`src/rtl/z80_bus_arbiter.sv`:
```
// z80_bus_arbiter
// Shares the Z80 system bus between up to four external bus masters. The
// arbiter raises BUSREQ to the CPU and waits for BUSACK. It then grants the
// round-robin winner for a tenure of at most 'tenure' clock cycles, where a
// tenure of 0 means the grant has no limit.
//
// Ports:
//   i_clk, i_reset        system clock, synchronous active-high reset
//   i_req[3:0]            level bus requests from the masters
//   o_gnt[3:0]            registered grant, one-hot or zero
//   o_busreq_n            registered Z80 BUSREQ (active-low)
//   i_busack_n            Z80 BUSACK (active-low)
//   i_cs_n/i_rd_n/i_wr_n  CPU register window select and strobes (active-low)
//   i_addr[1:0]           register index: 0 mask, 1 tenure, 2 status, 3 expcnt
//   i_data[7:0]           CPU write data
//   o_data[7:0]           combinational read data, zero when not read
//   o_expired             one-cycle pulse when the limit cuts a tenure off

module z80_bus_arbiter #(
    parameter int          NREQ       = 4,
    parameter logic [3:0]  MASK_RST   = 4'b1111,
    parameter logic [7:0]  TENURE_RST = 8'd64
) (
    input  logic            i_clk,
    input  logic            i_reset,
    input  logic [NREQ-1:0] i_req,
    output logic [NREQ-1:0] o_gnt,
    output logic            o_busreq_n,
    input  logic            i_busack_n,
    input  logic            i_cs_n,
    input  logic            i_rd_n,
    input  logic            i_wr_n,
    input  logic [1:0]      i_addr,
    input  logic [7:0]      i_data,
    output logic [7:0]      o_data,
    output logic            o_expired
);

    typedef enum logic [1:0] {
        IDLE     = 2'd0,
        WAIT_ACK = 2'd1,
        GRANT    = 2'd2,
        RELEASE  = 2'd3
    } state_t;

    state_t          state;
    logic [1:0]      state_bits;
    logic [1:0]      winner;
    logic [1:0]      last;
    logic [1:0]      next_winner;
    logic            found;
    logic [NREQ-1:0] mask;
    logic [NREQ-1:0] eligible;
    logic [7:0]      tenure;
    logic [7:0]      expcnt;
    logic [7:0]      counter;
    logic            wr_en;
    logic            keep_bus;
    logic            expire_now;

    assign eligible   = i_req & mask;
    assign wr_en      = !i_cs_n && !i_wr_n;
    assign state_bits = state;

    // The tenure continues only while the winner still requests and the CPU
    // still acknowledges. If the request drops in the same cycle that the
    // limit is reached, the event counts as a drop and not as an expiry.
    assign keep_bus   = i_req[winner] && !i_busack_n;
    assign expire_now = (state == GRANT) && keep_bus && (counter == 8'd1);

    // Round-robin search. It starts one past the last winner and wraps. The
    // fourth step lands on 'last' itself, so a lone requester can win again.
    always_comb begin
        next_winner = 2'd0;
        found       = 1'b0;
        for (int k = 1; k <= 4; k++) begin
            if (!found && eligible[last + 2'(k)]) begin
                next_winner = last + 2'(k);
                found       = 1'b1;
            end
        end
    end

    // Arbitration FSM, register window and expiry counter. Only the counter
    // loaded at grant time governs a tenure, so later writes to the mask or
    // the tenure affect only the next grant.
    always_ff @(posedge i_clk) begin
        if (i_reset) begin
            state      <= IDLE;
            o_gnt      <= '0;
            o_busreq_n <= 1'b1;
            o_expired  <= 1'b0;
            last       <= 2'd3;
            winner     <= 2'd0;
            mask       <= MASK_RST;
            tenure     <= TENURE_RST;
            expcnt     <= 8'd0;
            counter    <= 8'd0;
        end else begin
            o_expired <= 1'b0;

            if (wr_en) begin
                case (i_addr)
                    2'd0:    mask   <= i_data[NREQ-1:0];
                    2'd1:    tenure <= i_data;
                    default: ;
                endcase
            end

            if (wr_en && i_addr == 2'd3) begin
                expcnt <= 8'd0;
            end else if (expire_now && expcnt != 8'hFF) begin
                expcnt <= expcnt + 8'd1;
            end

            case (state)
                IDLE: begin
                    if (|eligible) begin
                        winner     <= next_winner;
                        o_busreq_n <= 1'b0;
                        state      <= WAIT_ACK;
                    end
                end
                WAIT_ACK: begin
                    o_busreq_n <= 1'b0;
                    if (!i_busack_n) begin
                        if (i_req[winner]) begin
                            o_gnt[winner] <= 1'b1;
                            counter       <= tenure;
                            state         <= GRANT;
                        end else begin
                            o_busreq_n <= 1'b1;
                            last       <= winner;
                            state      <= RELEASE;
                        end
                    end
                end
                GRANT: begin
                    if (!keep_bus || expire_now) begin
                        o_gnt      <= '0;
                        o_busreq_n <= 1'b1;
                        o_expired  <= expire_now;
                        last       <= winner;
                        state      <= RELEASE;
                    end else if (counter != 8'd0) begin
                        counter <= counter - 8'd1;
                    end
                end
                RELEASE: begin
                    o_gnt      <= '0;
                    o_busreq_n <= 1'b1;
                    if (i_busack_n) begin
                        state <= IDLE;
                    end
                end
                default: state <= IDLE;
            endcase
        end
    end

    // Read mux for the CPU register window
    always_comb begin
        o_data = 8'h00;
        if (!i_cs_n && !i_rd_n) begin
            case (i_addr)
                2'd0:    o_data = 8'(mask);
                2'd1:    o_data = tenure;
                2'd2:    o_data = {state_bits, 1'b0, ~i_busack_n, 2'b00, winner};
                default: o_data = expcnt;
            endcase
        end
    end

endmodule

```
`config.mk`:
```
export PLATFORM = sky130hd
export DESIGN_NAME = z80_bus_arbiter
export DESIGN_NICKNAME = d
export VERILOG_FILES = /design/src/rtl/z80_bus_arbiter.sv
export SDC_FILE = /design/constraint.sdc
export NUM_CORES = 1
export LEC_CHECK = 0
export ABC_AREA = 1
export CORE_ASPECT_RATIO = 0.7
export CORE_MARGIN = 8
export CORE_UTILIZATION = 29
export DETAILED_ROUTE_END_ITERATION = 8
export MAX_ROUTING_LAYER = met4
export PLACE_DENSITY = 0.58
export SLEW_MARGIN = 30
export SYNTH_ARGS = -nofsm -noshare
export SYNTH_HDL_FRONTEND = slang
export SYNTH_SLANG_ARGS = --single-unit
```
`constraint.sdc`:
```
create_clock -name i_clk -period 4.8 [get_ports i_clk]
set_input_delay 0.72 -clock i_clk [delete_from_list [all_inputs] [get_ports i_clk]]
set_output_delay 0.72 -clock i_clk [all_outputs]
set_load 0.01 [all_outputs]
```
==> results by group <==
CTS
  • CTS hold repair buffers: 0
  • CTS tree: yes
  • CTS Sinks: 40
  • CTS buffer count: 5
  • Worst-path clk slew: 0.06 ns
  • Resized Gates After CTS: 0
  • H-Tree Depth: 2
  • Post-CTS setup buffers: 0
  • Max Root-Sink Buffers: 2
  • Worst skew pair latency: 0.29 ns
  • CTS root buffer: clkbuf_16

Power
  • Peak supply drop: 162 uV
  • Power Total: 0.00166 W
  • Power per cell area: between 500 and 600 nW/um2
  • Leak: roughly 1.5 nW

Layout
  • Layout cell share with drive strength beyond 1: between 7 and 8%
  • Finished Layout Cells: 579
  • Antenna diodes: 0
  • Layout net count: 483
  • Syn-to-layout area delta: 23.2%

Setup path
  • Critical Path End Type: output port
  • WS Path Type: input pin to output port
  • Crit path DAT: ~2.5 ns
  • Startpoint types: input pin
  • Critical Path Fanout Max: 6
  • Worst path required time: approximately 4 ns

Routing
  • TritonRoute pass-1 iters: 5
  • Iteration-0 DRC count of the detailed router: 168
  • Vias per cell: 4.69
  • Final wirelength: 7560 um
  • WL per Instance: around 13 um
  • DRC violations left: 0
  • Antenna-violating nets left: 0
  • Vias: 2717

Global routing
  • Initial antenna violation count: 0
  • Total grt overflow: 0
  • Vias in the first global route: ~2500
  • Global routing's busiest layer: met1
  • Largest net degree at the start of global routing: 21
  • Met2 Usage GRT: between 10% and 20%
  • Global-route track usage on met3: 3.13%
  • First-pass GRT wire length: around 13000 um
  • Met1 GRT Util: between 10% and 20%
  • Global-route usage over all layers: 13.0%

Die
  • Die height: 96.6 um
  • Area of the die: 12700 um2
  • Core Area: 9030 um2
  • Die Span X: 131 um
  • Row count: 29
  • Ports: 34
  • Initial Utilization: between 20% and 30%

Timing
  • Final setup fails: 0
  • Max Slew Vio Count: 0
  • Crit path time final: 3.26 ns
  • Fin Setup TNS: 0 ns
  • Final hold viol count: 0
  • Slew margin rel.: 50.5%
  • Least-Margin Pin Slew: 0.743 ns
  • RSZ-0062 raised after global routing: no
  • Fmax: 307 MHz
  • Clock Skew: 0.00549 ns
  • Fin crit share: 68.0%
  • Min Hold Slack: 0.476 ns

Place
  • PortBufs: 33
  • Placed Cells: 571
  • GP Congestion: 0.862
  • HPWL Detailed: approximately 6000 um

Synth
  • Syn Std Cell Area: around 2700 um2
  • Sequential fraction of the synthesis area: 29.8%
  • Cell count after synthesis: 421
  • EDFF count, synth: 0
  • Ys Warns: 0
  • Mapped Nets: 450
  • #FFs+latches synth: 40
  • Most used flip-flop cell after synthesis: dfxtp_1
  • Async S/R FF share, synth: 0%
  • Post-synth cell types: 36
  • Synth Area per Inst: 6.39 um2

Min path
  • Min-delay worst type: flop to flop

Job
  • Max-Cap Viols: 0

Outcome
  • Status: finished, final reports clean
flip-flops by register name, summed over array words and instances (netlist names):
signal,count
winner,2
expcnt,8
tenure,8
mask,4
counter,8
state,2
o_busreq_n,1
o_expired,1
last,2
o_gnt,4
layout by cell type, fill, tap and decap left out, drive strengths merged, types with 9 or more instances in the layout:
master / count
nand2: 124
nor2: 52
ha: 9
a21oi: 33
clkdlybuf4s50: 33
o21ai: 24
inv: 58
nand3: 38
nand4: 11
dfxtp: 40
cells in the mapped netlist (3+ instances only):
cell | count | area share [%]
a21oi_1 | 33 | 6.1
xor2_1 | 6 | 2.0
nor2_1 | 47 | 6.6
inv_2 | 4 | 0.56
clkbuf_1 | 3 | 0.42
o22ai_1 | 4 | 0.93
dfxtp_1 | 40 | 30
nand4_1 | 10 | 2.3
inv_1 | 53 | 7.4
o21ai_0 | 23 | 4.3
nand2_4 | 4 | 1.7
ha_1 | 9 | 4.2
nand2_2 | 4 | 0.93
nand2_1 | 116 | 16
nand3_1 | 35 | 6.5
o211ai_1 | 3 | 0.84
power by group:
group	switching, W	internal [W]	total, W
Clock	0.000150	0.000247	0.000397
Combinational	0.000513	0.000289	0.000802
Sequential	0.0000722	0.000392	0.000464
Total	0.000735	0.000928	0.00166
cell type report:
cell class,count,area [um2]
fill,991,5720
multi-input combinational,317,1640
sequential,40,801
timing repair buffer,33,330
inverter,57,214
tap,124,155
clock buffer,5,125
clock inverter,3,46.3
cells by family (layout without fill, tap and decap cells):
group	count (synthesis)	count (layout)	synth area share [%]
fa+ha+maj	9	9	4.19
xor+xnor	7	7	2.28
compound gates	69	69	13.9
buf+inv	64	98	9.21
flops	40	40	29.8
simple gates	232	232	40.7
metal layers:
| metal | up-vias | wire [um] | share of wire, % |
|---|---|---|---|
| li1 | 1430 | - | - |
| met1 | 1215 | 4140 | 55 |
| met2 | 64 | 2920 | 39 |
| met3 | 8 | 430 | 5.7 |
| met4 | 0 | 65 | 0.86 |
| met5 | - | 0 | 0 |
worst paths after layout:
kind                            cells past startpoint       start  slack, ns         end
worst min-delay path                                2  o_busreq_n       0.48  o_busreq_n
worst max register to register                      9    state[0]       2.59  counter[7]
worst min register to register                      2  o_busreq_n       0.48  o_busreq_n
worst max-delay path                                8   i_addr[0]       1.54   o_data[4]
through the flow:
stage | instance area [um2] | setup slack [ns] | util (%)
after floorplan | 2690 | 2.73 | -
after global placement | 3140 | 1.55 | 34.8
after detailed placement | 3140 | 1.56 | 34.8
after CTS | 3310 | 1.55 | 36.7
after global routing | 3310 | 1.35 | 36.7
final | 3310 | 1.54 | 36.7
worst max-delay path, stage by stage:
cell	delay, ns
clkdlybuf4s50_1	0.55
inv_1	0.07
nor2_2	0.19
inv_1	0.15
o221ai_1	0.19
nand2_1	0.07
inv_1	0.07
clkdlybuf4s50_1	0.53
Power figures use the tool's default switching activity.
